<file path="src/rtl/led_blink_decoder_pkg.sv">
// ============================================================================
// Module      : led_blink_decoder_pkg
// Description : Shared status-code constants, channel-class enum, FSM state
//               encodings and classification helpers for the LED blink
//               decoder.
// Revision    : 1.0 - initial release
// ============================================================================
`default_nettype none

package led_blink_decoder_pkg;

  // Status codes; truncated to the output width at the point of use, so
  // the all-ones UNKNOWN code stays all-ones for any width.
  localparam logic [31:0] CODE_NORMAL  = 32'd0;
  localparam logic [31:0] CODE_WARN    = 32'd1;
  localparam logic [31:0] CODE_ERROR   = 32'd2;
  localparam logic [31:0] CODE_UNKNOWN = 32'hFFFF_FFFF;

  // Per-channel blink class
  typedef enum logic [2:0] {
    CLS_INVALID    = 3'd0,
    CLS_FAST       = 3'd1,
    CLS_SLOW       = 3'd2,
    CLS_STEADY_ON  = 3'd3,
    CLS_STEADY_OFF = 3'd4
  } led_class_e;

  // Decoder FSM states
  localparam logic [1:0] ST_IDLE    = 2'd0;
  localparam logic [1:0] ST_MEASURE = 2'd1;
  localparam logic [1:0] ST_REPORT  = 2'd2;
  localparam logic [1:0] ST_HOLD    = 2'd3;

  // Map a measured half-period onto a blink class using half-open windows
  function automatic led_class_e classify_half_period(
    input logic [31:0] h,
    input logic [31:0] fast_lo,
    input logic [31:0] fast_hi,
    input logic [31:0] slow_lo,
    input logic [31:0] slow_hi
  );
    led_class_e c;
    c = CLS_INVALID;
    if ((h >= fast_lo) && (h < fast_hi)) begin
      c = CLS_FAST;
    end else if ((h >= slow_lo) && (h < slow_hi)) begin
      c = CLS_SLOW;
    end
    return c;
  endfunction

  // True for the two classes that carry status information
  function automatic logic is_blink_class(input led_class_e c);
    return (c == CLS_FAST) || (c == CLS_SLOW);
  endfunction

endpackage

`default_nettype wire

</file>
<file path="src/rtl/led_blink_decoder_period_meter.sv">
// ============================================================================
// Module      : led_period_meter
// Description : One LED channel: 2-flop synchronizer, optional 3-sample
//               majority glitch filter, half-period counter and blink
//               classifier with two-edge stability qualification.
//               Optional feature macro: LED_DEC_GLITCH_FILTER_EN
// Revision    : 1.0 - initial release
// ============================================================================
`default_nettype none

module led_period_meter
  import led_blink_decoder_pkg::*;
#(
  parameter int   NB_FAST  = 24,
  parameter int   NB_SLOW  = 26,
  parameter logic MD_LIGHT = 1'b0
) (
  input  logic       i_sys_clk,
  input  logic       i_rst_n,
  input  logic       i_led,
  input  logic       i_clear,
  output logic       o_level,
  output led_class_e o_class,
  output logic       o_stable,
  output logic       o_update
);

  localparam logic [31:0] C_SAT     = 32'd1 << (NB_SLOW + 2);
  localparam logic [31:0] C_FAST_LO = 32'd1 << (NB_FAST - 1);
  localparam logic [31:0] C_FAST_HI = 32'd1 << (NB_FAST + 1);
  localparam logic [31:0] C_SLOW_LO = 32'd1 << (NB_SLOW - 1);
  localparam logic [31:0] C_SLOW_HI = 32'd1 << (NB_SLOW + 1);

  logic        r_meta;
  logic        r_sync;
  logic        w_level;
  logic        r_prev;
  logic        w_edge;
  logic        w_saturated;
  logic [31:0] r_count;
  led_class_e  r_class;
  led_class_e  w_new_class;
  logic        r_stable;
  logic        r_update;

  // Two-flop synchronizer; resets to the unlit level so reset release does
  // not look like the LED turning on
  always_ff @(posedge i_sys_clk) begin
    if (!i_rst_n) begin
      r_meta <= ~MD_LIGHT;
      r_sync <= ~MD_LIGHT;
    end else begin
      r_meta <= i_led;
      r_sync <= r_meta;
    end
  end

`ifdef LED_DEC_GLITCH_FILTER_EN
  logic [2:0] r_hist;

  // Three-sample history; a 1-cycle pulse never occupies two slots
  always_ff @(posedge i_sys_clk) begin
    if (!i_rst_n) begin
      r_hist <= {3{~MD_LIGHT}};
    end else begin
      r_hist <= {r_hist[1:0], r_sync};
    end
  end

  assign w_level = (r_hist[0] & r_hist[1]) | (r_hist[1] & r_hist[2]) |
                   (r_hist[0] & r_hist[2]);
`else
  assign w_level = r_sync;
`endif

  assign w_edge      = w_level ^ r_prev;
  assign w_saturated = (r_count == C_SAT);
  assign w_new_class = classify_half_period(r_count, C_FAST_LO, C_FAST_HI,
                                            C_SLOW_LO, C_SLOW_HI);

  // Previous level for edge detection
  always_ff @(posedge i_sys_clk) begin
    if (!i_rst_n) begin
      r_prev <= ~MD_LIGHT;
    end else begin
      r_prev <= w_level;
    end
  end

  // Cycles since last edge: restarts at 1 on an edge, saturates at C_SAT
  always_ff @(posedge i_sys_clk) begin
    if (!i_rst_n) begin
      r_count <= 32'd0;
    end else if (w_edge) begin
      r_count <= 32'd1;
    end else if (!w_saturated) begin
      r_count <= r_count + 32'd1;
    end
  end

  // Classify on each edge; stable only when two consecutive edges agree
  always_ff @(posedge i_sys_clk) begin
    if (!i_rst_n) begin
      r_class  <= CLS_INVALID;
      r_stable <= 1'b0;
      r_update <= 1'b0;
    end else if (i_clear) begin
      r_class  <= CLS_INVALID;
      r_stable <= 1'b0;
      r_update <= 1'b0;
    end else begin
      r_update <= w_edge;
      if (w_edge) begin
        r_class  <= w_new_class;
        r_stable <= (w_new_class == r_class);
      end else if (w_saturated) begin
        r_stable <= 1'b0;
      end
    end
  end

  assign o_level  = w_level;
  assign o_class  = w_saturated ? ((w_level == MD_LIGHT) ? CLS_STEADY_ON : CLS_STEADY_OFF)
                                : r_class;
  assign o_stable = r_stable;
  assign o_update = r_update;

endmodule

`default_nettype wire

</file>
<file path="src/rtl/led_blink_decoder.sv">
// ============================================================================
// Module      : led_blink_decoder
// Description : Recovers a status code from the blink rates of an LED row.
//               led[1] arms the decoder, led[2]/led[3] blink rates select the
//               code, results are offered on a valid/ready interface.
//               Optional feature macro: LED_DEC_GLITCH_FILTER_EN
// Revision    : 1.0 - initial release
// ============================================================================
`default_nettype none

module led_blink_decoder
  import led_blink_decoder_pkg::*;
#(
  parameter int   WD_LED   = 4,
  parameter int   WD_INFO  = 4,
  parameter logic MD_LIGHT = 1'b0,
  parameter int   NB_FAST  = 24,
  parameter int   NB_SLOW  = 26
) (
  input  logic               i_sys_clk,
  input  logic               i_rst_n,
  input  logic [WD_LED-1:0]  i_led_row,
  output logic [WD_INFO-1:0] o_info_data,
  output logic               o_info_valid,
  input  logic               i_info_ready,
  output logic               o_overrun,
  output logic               o_busy
);

  localparam logic [NB_FAST:0] C_HOLD_LAST = (NB_FAST + 1)'((1 << NB_FAST) - 1);

  logic               r_led0_meta;
  logic               r_led0_sync;
  logic               w_level  [1:3];
  led_class_e         w_class  [1:3];
  logic               w_stable [1:3];
  logic               w_update [1:3];
  logic               w_unused_hi;
  logic               w_unused;

  logic [1:0]         r_state;
  logic [WD_INFO-1:0] r_data;
  logic               r_overrun;
  logic [NB_FAST:0]   r_hold_cnt;

  logic               w_lit1;
  logic               w_clear;
  logic               w_qualify;
  logic [WD_INFO-1:0] w_code;

  // led[0] is brought into the clock domain but carries no decoded meaning
  always_ff @(posedge i_sys_clk) begin
    if (!i_rst_n) begin
      r_led0_meta <= ~MD_LIGHT;
      r_led0_sync <= ~MD_LIGHT;
    end else begin
      r_led0_meta <= i_led_row[0];
      r_led0_sync <= r_led0_meta;
    end
  end

  generate
    for (genvar gi = 1; gi < 4; gi++) begin : g_meter
      led_period_meter #(
        .NB_FAST  (NB_FAST),
        .NB_SLOW  (NB_SLOW),
        .MD_LIGHT (MD_LIGHT)
      ) u_meter (
        .i_sys_clk (i_sys_clk),
        .i_rst_n   (i_rst_n),
        .i_led     (i_led_row[gi]),
        .i_clear   (w_clear),
        .o_level   (w_level[gi]),
        .o_class   (w_class[gi]),
        .o_stable  (w_stable[gi]),
        .o_update  (w_update[gi])
      );
    end

    if (WD_LED > 4) begin : g_extra_leds
      assign w_unused_hi = ^i_led_row[WD_LED-1:(WD_LED > 4 ? 4 : WD_LED-1)];
    end else begin : g_no_extra_leds
      assign w_unused_hi = 1'b0;
    end
  endgenerate

  // Signals kept for observability/symmetry but not consumed by the decoder
  assign w_unused = ^{r_led0_sync, w_stable[1], w_update[1], w_level[2],
                      w_level[3], w_unused_hi};

  assign w_lit1    = (w_level[1] == MD_LIGHT);
  assign w_clear   = (r_state == ST_IDLE) && w_lit1;
  assign w_qualify = w_stable[2] && w_stable[3] &&
                     is_blink_class(w_class[2]) && is_blink_class(w_class[3]);

  // led[2]/led[3] class pair to status code
  always_comb begin
    w_code = WD_INFO'(CODE_UNKNOWN);
    if ((w_class[2] == CLS_SLOW) && (w_class[3] == CLS_SLOW)) begin
      w_code = WD_INFO'(CODE_NORMAL);
    end else if ((w_class[2] == CLS_SLOW) && (w_class[3] == CLS_FAST)) begin
      w_code = WD_INFO'(CODE_WARN);
    end else if ((w_class[2] == CLS_FAST) && (w_class[3] == CLS_FAST)) begin
      w_code = WD_INFO'(CODE_ERROR);
    end
  end

  // Decoder FSM, result latch, sticky overrun and hold-off timer
  always_ff @(posedge i_sys_clk) begin
    if (!i_rst_n) begin
      r_state    <= ST_IDLE;
      r_data     <= '0;
      r_overrun  <= 1'b0;
      r_hold_cnt <= '0;
    end else begin
      case (r_state)
        ST_IDLE: begin
          r_hold_cnt <= '0;
          if (w_lit1) begin
            r_state <= ST_MEASURE;
          end
        end
        ST_MEASURE: begin
          if (w_qualify) begin
            r_state <= ST_REPORT;
            r_data  <= w_code;
          end else if (w_class[1] == CLS_STEADY_OFF) begin
            r_state <= ST_IDLE;
          end
        end
        ST_REPORT: begin
          // A fresh qualifying classification has nowhere to go
          if (w_qualify && (w_update[2] || w_update[3])) begin
            r_overrun <= 1'b1;
          end
          if (i_info_ready) begin
            r_state    <= ST_HOLD;
            r_hold_cnt <= '0;
          end
        end
        ST_HOLD: begin
          if (w_lit1) begin
            r_hold_cnt <= '0;
          end else if (r_hold_cnt == C_HOLD_LAST) begin
            r_state <= ST_IDLE;
          end else begin
            r_hold_cnt <= r_hold_cnt + 1'b1;
          end
        end
        default: begin
          r_state <= ST_IDLE;
        end
      endcase
    end
  end

  assign o_info_data  = r_data;
  assign o_info_valid = (r_state == ST_REPORT);
  assign o_overrun    = r_overrun;
  assign o_busy       = (r_state == ST_MEASURE);

endmodule

`default_nettype wire

</file>
<file path="config.mk">
export PLATFORM = sky130hd
export DESIGN_NAME = led_blink_decoder
export DESIGN_NICKNAME = d
export VERILOG_FILES = /design/src/rtl/led_blink_decoder_pkg.sv /design/src/rtl/led_blink_decoder_period_meter.sv /design/src/rtl/led_blink_decoder.sv
export SDC_FILE = /design/constraint.sdc
export NUM_CORES = 1
export LEC_CHECK = 0
export ABC_CLOCK_PERIOD_IN_PS = 5560
export CAP_MARGIN = 20
export CORE_UTILIZATION = 55
export CTS_CLUSTER_DIAMETER = 60
export DETAILED_ROUTE_END_ITERATION = 10
export PLACE_DENSITY = 0.73
export SLEW_MARGIN = 20
export SYNTH_ARGS = -nofsm -noshare
export SYNTH_HDL_FRONTEND = slang
export SYNTH_HIERARCHICAL = 1
export SYNTH_SLANG_ARGS = --single-unit
</file>
<file path="constraint.sdc">
create_clock -name i_sys_clk -period 5.56 [get_ports i_sys_clk]
set_clock_uncertainty 0.2 [all_clocks]
set_input_delay 1.39 -clock i_sys_clk [delete_from_list [all_inputs] [get_ports i_sys_clk]]
set_output_delay 1.39 -clock i_sys_clk [all_outputs]
set_load 0.02 [all_outputs]
</file>
==> results.txt <==
Worst Hold End - g_meter[1].u_meter/o_level
routability cong. - 0.843
CORE AREA - 0.0128 sq mm
dpl cells - 1035
Slew @ Worst Pin - 1050 ps
FF+latch area - 0.00292 sq mm
TNS Setup - 0 ps
number of global-route vias before repair - 6169
CTS buffer count - 17
Initial Util - 57.2%
Final setup violation count - 0
Rows - 41
root buffer cell - clkbuf_16
ANT cells - 0
die height - 118 um
final net count - 897
largest fanout on the critical path - 31
final wirelength - 16700 um
TritonCTS clock tree - done
post-cts resize count - 0
Clk Latency, worst-skew pair - 430 ps
post-place setup slack - 1600 ps
DR iter-0 viols - 586
placed wire-length estimate - 11200 um
Peak VDD IR - 0.000261 V
Hold Vio Cnt, Final - 0
Reg2Reg Launch Point - g_meter[3].u_meter/r_count[23]
P&R area growth vs syn - 10.4%
max-cap violation count - 0
R2R cell count - 9
Min Clock Period, post-route - 3580 ps
Slew headroom - 29.5%
htree depth - 4
fin cells - 1066
worst setup margin - 1980 ps
Final Max Slew Viols - 0
crit end category - register
GRT Util Overall - 24.7%
FF-to-FF End - o_info_data[2]
Post-Place Cell Area - 0.00751 sq mm
largest net degree at the start of global routing - 33
routed len/inst - 15.7 um
status - finished clean
startpoint types - input port
CTS clk-pin slew, worst paths - 60 ps
hold buffer count at CTS - 0
total power - 2.25 mW
PD cells - 277 mW/mm^2
Via Count - 6795
initial antenna violation count - 0
total congestion overflow - 0
die area - 0.0138 sq mm
CP required - 5710 ps
first-pass GRT wire length - 28400 um
clk sink count - 146
WHS - 204 ps
Die Wd - 118 um
setup bufs post-CTS - 0
Post-route DRC - 0
Bufs on Longest Clock Path - 2
synthesized area per cell - 8.28 sq um
final instance area - 0.00810 sq mm
yosys warns - 6
fin crit share - 64.4%
Layout Utilization - 63.2%
WHS Path Cells - 1
critical path type - input port to register
DR pass1 iterations - 5
area of the multi-input gates - 0.00416 sq mm
Hold Crit Start - g_meter[1].u_meter/r_meta
Syn Nets - 900
R2R setup slack - 2210 ps
I/O pin total - 14
I/O Buffers - 12
layout cells sized above 1 - 6.26%
FILL cells - 1114
CP arrival - 3730 ps
Vias/cell - 6.37
Final ANT Viol Nets - 0
HP Class - register to register
mapped cell area - 0.00734 sq mm
Synth Instances - 886
Max Clk Rate - 279 MHz
Pleak - 2.72 nW
RSZ-0062 raised after global routing - false
[metal layers]
metal	vias to the layer above	routed length (um)	track usage, %
met4	0	296	10.1
met3	28	706	4.94
met5	-	0	0
met2	175	8000	40.8
li1	3330	-	-
met1	3262	7720	31.5
[registers in the layout, summed over array words and instances (netlist names), named ones only]
name,count
g_meter.u_meter/r_meta,3
r_state,1
g_meter.u_meter/r_class,6
o_info_data,3
g_meter.u_meter/o_update,2
r_hold_cnt,25
o_overrun,1
g_meter.u_meter/o_level,3
g_meter.u_meter/r_prev,3
g_meter.u_meter/o_stable,2
g_meter.u_meter/r_count,96
[worst max path at each step]
| stage | startpoint | to | slack (ps) | cells after the start |
|---|---|---|---|---|
| 2_1_floorplan | g_meter[3].u_meter/r_count[23] | o_info_data[0] | 2800 | 10 |
| 3_3_place_gp | i_rst_n | r_hold_cnt[11] | 1710 | 6 |
| 3_5_place_dp | i_rst_n | r_hold_cnt[11] | 1600 | 6 |
| 4_1_cts | register | o_info_valid | 2060 | 3 |
| 5_1_grt | g_meter[3].u_meter/r_count[0] | o_info_data[1] | 1770 | 11 |
| 6_report | i_rst_n | r_hold_cnt[11] | 1980 | 6 |
[placed cells by master (no fill, tap or decap), types with 3 or more instances in the layout]
master	count
nand4_1	40
a31oi_1	13
xor2_1	27
xnor2_1	12
clkinv_2	4
nor2b_1	5
or4_4	4
o31a_1	3
ha_1	7
inv_1	24
or4_1	35
nand2b_1	18
a21oi_1	87
or2_2	8
o21ai_0	45
nor3b_1	7
clkbuf_16	17
and2_1	3
and4_1	19
clkbuf_1	4
o31ai_1	28
or3_1	28
nand3_1	50
nand2_1	53
clkbuf_8	3
and4_2	3
nor2_1	75
mux2i_1	11
nor4b_1	7
o211ai_1	3
and3_2	3
and3_1	20
nor4_1	20
dfxtp_1	146
a31o_2	3
nor3_1	17
clkdlybuf4s50_1	12
[cell type report]
| type | instances | share of cell area (%) |
|---|---|---|
| flip-flops and latches | 146 | 36.1 |
| well taps | 172 | 2.66 |
| multi-input cells | 680 | 51.3 |
| repair buffers | 14 | 1.91 |
| clock inverters | 6 | 0.988 |
| inverters | 24 | 1.11 |
| clock buffers | 24 | 5.95 |
[worst max-delay path, cell delays in order]
cell             delay [ps]
clkdlybuf4s50_1         460
buf_4                   310
nand2_1                 360
a31oi_1                 780
a41oi_1                 230
a31oi_1                 180
[power by group]
| part | total (mW) | internal, mW | switching (mW) | leakage, nW |
|---|---|---|---|---|
| Clock | 1.11 | 0.688 | 0.421 | 0.280 |
| Combinational | 0.0721 | 0.0265 | 0.0456 | 1.26 |
| Sequential | 1.07 | 1.06 | 0.0102 | 1.18 |
| Total | 2.25 | 1.77 | 0.477 | 2.72 |
Power figures use the tool's default switching activity.
